===== config.mk =====
export PLATFORM = sky130hd
export DESIGN_NAME = led_blink_sequencer_flat
export DESIGN_NICKNAME = d
export VERILOG_FILES = /design/src/rtl/led_blink_sequencer_pkg.sv /design/src/rtl/led_blink_sequencer_if.sv /design/src/rtl/led_blink_sequencer_tick_prescaler.sv /design/src/rtl/led_blink_sequencer.sv /design/src/flat_wrapper.sv
export SDC_FILE = /design/constraint.sdc
export NUM_CORES = 1
export LEC_CHECK = 0
export CELL_PAD_IN_SITES_DETAIL_PLACEMENT = 0
export CELL_PAD_IN_SITES_GLOBAL_PLACEMENT = 1
export CORE_UTILIZATION = 49
export CTS_CLUSTER_SIZE = 30
export DETAILED_ROUTE_END_ITERATION = 10
export PLACE_DENSITY = 0.94
export SLEW_MARGIN = 20
export SYNTH_ARGS = -nofsm -noshare
export SYNTH_HDL_FRONTEND = slang
export SYNTH_SLANG_ARGS = --single-unit

===== constraint.sdc =====
create_clock -name Clk50M -period 11 [get_ports Clk50M]
set_clock_uncertainty 0.15 [all_clocks]
set_input_delay 2.2 -clock Clk50M [delete_from_list [all_inputs] [get_ports Clk50M]]
set_output_delay 2.2 -clock Clk50M [all_outputs]
set_load 0.01 [all_outputs]

===== src/rtl/led_blink_sequencer_pkg.sv =====
// Shared types and default constants for the LED blink sequencer and its tick prescaler.
package led_blink_pkg;

  typedef enum logic [1:0] {
    ST_IDLE = 2'd0,
    ST_ON   = 2'd1,
    ST_OFF  = 2'd2,
    ST_FIN  = 2'd3
  } state_e;

  localparam int DEF_TICK_DIV = 50_000;
  localparam int DEF_LEN_W    = 10;
  localparam int DEF_NUM_W    = 4;

endpackage


===== src/rtl/led_blink_sequencer_if.sv =====
// Command/status bundle between control logic and the blink sequencer.
// The abort signal exists only when BLINK_ABORT_EN is defined.
interface led_blink_sequencer_if
  import led_blink_pkg::*;
#(
  parameter int LEN_W = DEF_LEN_W,
  parameter int NUM_W = DEF_NUM_W
) ();

  logic             start;
  logic [NUM_W-1:0] blink_num;
  logic [LEN_W-1:0] on_len;
  logic [LEN_W-1:0] off_len;
`ifdef BLINK_ABORT_EN
  logic             abort;
`endif
  logic             busy;
  logic             done;
  logic             led;

  modport master (
    output start, blink_num, on_len, off_len,
`ifdef BLINK_ABORT_EN
    output abort,
`endif
    input  busy, done, led
  );

  modport slave (
    input  start, blink_num, on_len, off_len,
`ifdef BLINK_ABORT_EN
    input  abort,
`endif
    output busy, done, led
  );

endinterface


===== src/rtl/led_blink_sequencer_tick_prescaler.sv =====
// Enable-gated, clearable divider: tick is high in the cycle the count reaches TICK_DIV-1.
module tick_prescaler #(
  parameter int TICK_DIV = led_blink_pkg::DEF_TICK_DIV
) (
  input  logic Clk50M,
  input  logic Rst,
  input  logic en,
  input  logic clr,
  output logic tick
);

  localparam int               CNT_W   = (TICK_DIV > 1) ? $clog2(TICK_DIV) : 1;
  localparam logic [CNT_W-1:0] CNT_MAX = CNT_W'(TICK_DIV - 1);

  logic [CNT_W-1:0] cnt_q, cnt_d;

  assign tick = en && (cnt_q == CNT_MAX);

  // clr has priority so a phase change always restarts a full tick period
  always_comb begin
    cnt_d = cnt_q;
    if (clr) begin
      cnt_d = '0;
    end else if (en) begin
      cnt_d = tick ? '0 : cnt_q + 1'b1;
    end
  end

  always_ff @(posedge Clk50M or posedge Rst) begin
    if (Rst) begin
      cnt_q <= '0;
    end else begin
      cnt_q <= cnt_d;
    end
  end

endmodule


===== src/rtl/led_blink_sequencer.sv =====
// Commanded LED blink bursts: N on/off blinks with tick-based phase lengths.
// Define BLINK_ABORT_EN to add the abort input that cuts a burst short.
module led_blink_sequencer
  import led_blink_pkg::*;
#(
  parameter int   TICK_DIV     = DEF_TICK_DIV,
  parameter int   LEN_W        = DEF_LEN_W,
  parameter int   NUM_W        = DEF_NUM_W,
  parameter logic LED_ON_LEVEL = 1'b1
) (
  input  logic Clk50M,
  input  logic Rst,
  led_blink_sequencer_if.slave bus
);

  state_e           state_q, state_d;
  logic [LEN_W-1:0] on_len_q, on_len_d;
  logic [LEN_W-1:0] off_len_q, off_len_d;
  logic [LEN_W-1:0] len_cnt_q, len_cnt_d;
  logic [NUM_W-1:0] rem_q, rem_d;
  logic             led_q, led_d;

  logic             presc_en, presc_clr, tick;
  logic [LEN_W-1:0] phase_len, phase_last;
  logic             phase_end;
  logic             abort_req;

`ifdef BLINK_ABORT_EN
  assign abort_req = bus.abort;
`else
  assign abort_req = 1'b0;
`endif

  tick_prescaler #(
    .TICK_DIV (TICK_DIV)
  ) u_presc (
    .Clk50M (Clk50M),
    .Rst    (Rst),
    .en     (presc_en),
    .clr    (presc_clr),
    .tick   (tick)
  );

  // Zero lengths behave as one tick, so the last-tick index never underflows
  assign phase_len  = (state_q == ST_ON) ? on_len_q : off_len_q;
  assign phase_last = (phase_len == '0) ? '0 : phase_len - 1'b1;
  assign phase_end  = tick && (len_cnt_q == phase_last);

  always_comb begin
    state_d   = state_q;
    on_len_d  = on_len_q;
    off_len_d = off_len_q;
    len_cnt_d = len_cnt_q;
    rem_d     = rem_q;
    presc_en  = (state_q == ST_ON) || (state_q == ST_OFF);
    presc_clr = 1'b0;

    case (state_q)
      ST_IDLE: begin
        presc_clr = 1'b1;
        if (bus.start) begin
          on_len_d  = bus.on_len;
          off_len_d = bus.off_len;
          rem_d     = bus.blink_num;
          len_cnt_d = '0;
          state_d   = (bus.blink_num == '0) ? ST_FIN : ST_ON;
        end
      end
      ST_ON: begin
        if (abort_req) begin
          state_d   = ST_FIN;
          len_cnt_d = '0;
          rem_d     = '0;
          presc_clr = 1'b1;
        end else if (phase_end) begin
          state_d   = ST_OFF;
          len_cnt_d = '0;
          presc_clr = 1'b1;
        end else if (tick) begin
          len_cnt_d = len_cnt_q + 1'b1;
        end
      end
      ST_OFF: begin
        if (abort_req) begin
          state_d   = ST_FIN;
          len_cnt_d = '0;
          rem_d     = '0;
          presc_clr = 1'b1;
        end else if (phase_end) begin
          rem_d     = rem_q - 1'b1;
          len_cnt_d = '0;
          presc_clr = 1'b1;
          state_d   = (rem_q != NUM_W'(1)) ? ST_ON : ST_FIN;
        end else if (tick) begin
          len_cnt_d = len_cnt_q + 1'b1;
        end
      end
      ST_FIN: begin
        presc_clr = 1'b1;
        state_d   = ST_IDLE;
      end
      default: begin
        state_d = ST_IDLE;
      end
    endcase

    led_d = (state_d == ST_ON) ? LED_ON_LEVEL : ~LED_ON_LEVEL;
  end

  always_ff @(posedge Clk50M or posedge Rst) begin
    if (Rst) begin
      state_q   <= ST_IDLE;
      on_len_q  <= '0;
      off_len_q <= '0;
      len_cnt_q <= '0;
      rem_q     <= '0;
      led_q     <= ~LED_ON_LEVEL;
    end else begin
      state_q   <= state_d;
      on_len_q  <= on_len_d;
      off_len_q <= off_len_d;
      len_cnt_q <= len_cnt_d;
      rem_q     <= rem_d;
      led_q     <= led_d;
    end
  end

  assign bus.busy = (state_q != ST_IDLE);
  assign bus.done = (state_q == ST_FIN);
  assign bus.led  = led_q;

endmodule

===== src/flat_wrapper.sv =====
// flat-port wrapper written by rule: the top's interface ports become plain ports
module led_blink_sequencer_flat import led_blink_pkg::*;
#(
  parameter int   TICK_DIV     = DEF_TICK_DIV,
  parameter int   LEN_W        = DEF_LEN_W,
  parameter int   NUM_W        = DEF_NUM_W,
  parameter logic LED_ON_LEVEL = 1'b1
)
  (Clk50M, Rst, bus_start, bus_blink_num, bus_on_len, bus_off_len, bus_busy, bus_done, bus_led);
  led_blink_sequencer_if #(.LEN_W(LEN_W), .NUM_W(NUM_W)) bus_i ();
  input  logic Clk50M;
  input  logic Rst;
  input wire logic [$bits(bus_i.start)-1:0] bus_start;
  input wire logic [$bits(bus_i.blink_num)-1:0] bus_blink_num;
  input wire logic [$bits(bus_i.on_len)-1:0] bus_on_len;
  input wire logic [$bits(bus_i.off_len)-1:0] bus_off_len;
  output wire logic [$bits(bus_i.busy)-1:0] bus_busy;
  output wire logic [$bits(bus_i.done)-1:0] bus_done;
  output wire logic [$bits(bus_i.led)-1:0] bus_led;
  assign bus_i.start = bus_start;
  assign bus_i.blink_num = bus_blink_num;
  assign bus_i.on_len = bus_on_len;
  assign bus_i.off_len = bus_off_len;
  assign bus_busy = bus_i.busy;
  assign bus_done = bus_i.done;
  assign bus_led = bus_i.led;
  led_blink_sequencer #(.TICK_DIV(TICK_DIV), .LEN_W(LEN_W), .NUM_W(NUM_W), .LED_ON_LEVEL(LED_ON_LEVEL)) u_core (.Clk50M(Clk50M), .Rst(Rst), .bus(bus_i));
endmodule

==> out/results.ini <==
[run_status]
outcome = finished clean

[floorplanning]
die_w_um = 84.39
io_pins = 30
core_area_um2 = 6459
fp.dieH_um = 84.39
die_area_um2 = 7121
start_util_pct = 51.49
rows = 29

[final_layout]
nNetsFinal = 407
drive_above_1_share_pct = 10.24
multiInputGateArea_um2 = 1889
antenna-diode-count = 0
fillers = 565
ff_latch_area_um2 = 1326
syn2layout_area_growth_pct = 13.62
final_area_um2 = 3779
final_cells = 448

[synth]
synthDominantCellAreaShare_pct = 39.88
ys_types = 64
synthesis.instances = 345
syn_avg_cell_area_um2 = 9.640
synth_ff_type = dfrtp_1
async_flop_share_pct = 100.0
synth_area_um2 = 3326
ys_seq_elements = 53
yosysWarnings = 0
synth_nets = 382
ys_top_cells_by_count = dfrtp_1 (53), nor2_1 (40), nand2_1 (24)
synth_seq_area_share_pct = 39.88
synth_edf_count = 0
synth_area_leaders = dfrtp_1 (40%), mux2_2 (7.4%), nor2_1 (4.5%)
yosys.area.top_type = dfrtp_1
yosysMostFrequentCell = dfrtp_1

[timing]
timing.fmax_mhz = 219.4
finalHoldViolations = 0
maxSlewViolCount = 0
slew_headroom_pct = 33.05
period_share_pct = 41.43
worst_hold_slack_ns = 0.3172
worst_pin_slew_ns = 1.002
tns_ns = 0
finalCriticalPeriod_ns = 4.557
rsz0062_at_grt = no
setup_viol = 0

[global_routing]
antenna_found_initial = 0
first_global_vias = 2711
grt_first_pass_wirelength_um = 12590
grt_start_max_net_pins = 54
grt_overflow = 0
grt_usage_pct = 22.02

[critical_path]
slowest_stage = ha_1
cp-end-kind = flop
r2r_start = u_core.state_q[1]$_DFF_PP0_
path_class = reg2reg
r2r_slack_ns = 6.44
critPathArrivalTime_ns = 4.63
max_stage_delay_ns = 0.75
required_ns = 11.07
endpoint = u_core.len_cnt_q[2]$_DFFE_PP0P_
rr_worst_depth = 13
start_kind = flop
r2r_end = u_core.len_cnt_q[2]$_DFFE_PP0P_
critPathMaxFanout = 27
worstPathCellList = inv_1, ha_1, mux2_2, inv_1, ha_1, o221ai_1, or2_4, a211o_1, a2111oi_4, o2111ai_4, o21ai_1, o21ai_0, a21o_1
startpoint = u_core.state_q[1]$_DFF_PP0_

[min_path]
worstHoldStart = u_core.u_presc.cnt_q[0]$_DFFE_PP0P_
hold_class = reg2reg

[power_and_ir_drop]
p_leak_uw = 0.001745
power.density_nw_per_um2 = 92.47
report.power.total_uw = 349.4
peakVddDrop_uv = 74.08

[routing]
detail-route-antenna-nets = 0
first_iter_violations = 152
viasPerCell = 5.991
wl_um = 6962
first_pass_iters = 4
wl_per_cell_um = 15.54
vias = 2684
drc = 0

[clock_tree]
ctsHoldBuffers = 0
numCtsBuffers = 5
cts_sinks = 53
clockBufferDepth = 2
root_buffer = clkbuf_8
path_clk_slew_ns = 0.10
post_cts_buffers = 0
cts_tree = built
post_cts_resized = 0
clk_latency_ns = 0.32
htreeDepth = 2

[placement]
place_inst = 440
hpwlAfterDp_um = 5182
port_buffers = 29
place_area_um2 = 3659
gp_congestion = 0.8632

[flow_run]
drv_cap = 0

[cell families after synthesis]
| family | count (synthesis) | synth area share [%] |
|---|---|---|
| compound gates | 62 | 15.01 |
| xor+xnor | 25 | 6.584 |
| fa+ha+maj | 10 | 3.762 |
| buf+inv | 26 | 3.311 |
| flops | 53 | 39.88 |
| mux | 29 | 9.556 |
| simple gates | 140 | 21.90 |
[metrics by stage]
step | worst slack [ns] | util (%)
after detailed placement | 6.489 | 56.64
final | 6.443 | 58.50
after global placement | 6.609 | 56.64
after floorplan | 6.880 | -
after global routing | 6.069 | 58.50
after CTS | 6.470 | 58.49
[worst max-delay path, delay by kind of cell, from the launching register on]
| family | cells | cell delay (ns) |
|---|---|---|
| compound gates | 7 | 1.97 |
| fa+ha+maj | 2 | 0.94 |
| buf+inv | 2 | 0.19 |
| flops | 1 | 0.44 |
| mux | 1 | 0.44 |
| simple gates | 1 | 0.34 |
[worst min-delay path by stage]
stage,to,slack [ns],depth (start not counted)
3_5_place_dp,u_core.u_presc.cnt_q[0]$_DFFE_PP0P_,0.31,1
3_3_place_gp,u_core.u_presc.cnt_q[0]$_DFFE_PP0P_,0.30,1
6_report,u_core.u_presc.cnt_q[0]$_DFFE_PP0P_,0.32,1
2_1_floorplan,u_core.u_presc.cnt_q[0]$_DFFE_PP0P_,0.28,1
5_1_grt,u_core.u_presc.cnt_q[0]$_DFFE_PP0P_,0.35,1
4_1_cts,u_core.u_presc.cnt_q[0]$_DFFE_PP0P_,0.32,1
[cells in the final DEF (no fill, tap or decap), types with 11 or more instances in the layout]
cell type         n
nor2_1           40
inv_1            14
nand3_1          16
xor2_1           14
clkdlybuf4s50_1  29
nand2_1          24
xnor2_1          11
dfrtp_1          53
nor3_1           12
mux2_2           22
[area by class of cell]
type                       instances  share of cell area (%)
multi-input combinational        266                   50.00
sequential                        53                   35.10
timing repair buffer              29                   7.682
tap                               77                   2.550
clock buffer                       5                   1.821
inverter                          15                   1.523
clock inverter                     3                   1.325
[sequential cells by signal, summed over array words and instances, names as in the netlist]
register / flops
u_core.bus.led: 1
u_core.u_presc.cnt_q: 16
u_core.rem_q: 4
u_core.on_len_q: 10
u_core.state_q: 2
u_core.off_len_q: 10
u_core.len_cnt_q: 10
[per-layer routing]
metal / vias to the layer above / global-route usage, % / wire length, um / share of wire [%]
li1: 1322 / - / - / -
met1: 1303 / 27.32 / 3184 / 46
met2: 44 / 37.78 / 3412 / 49
met3: 15 / 3.933 / 173 / 2.5
met4: 0 / 9.707 / 192 / 2.8
met5: - / 0 / 0 / 0
[power breakdown]
group / internal, uW / leakage, uW / total, uW / switching, uW
Combinational: 8.52 / 0.000987 / 14.1 / 5.52
Clock: 69.8 / 0.0000603 / 140 / 70.4
Sequential: 195 / 0.000698 / 195 / 0.197
Total: 273 / 0.00175 / 349 / 76.1
Power figures use the tool's default switching activity.
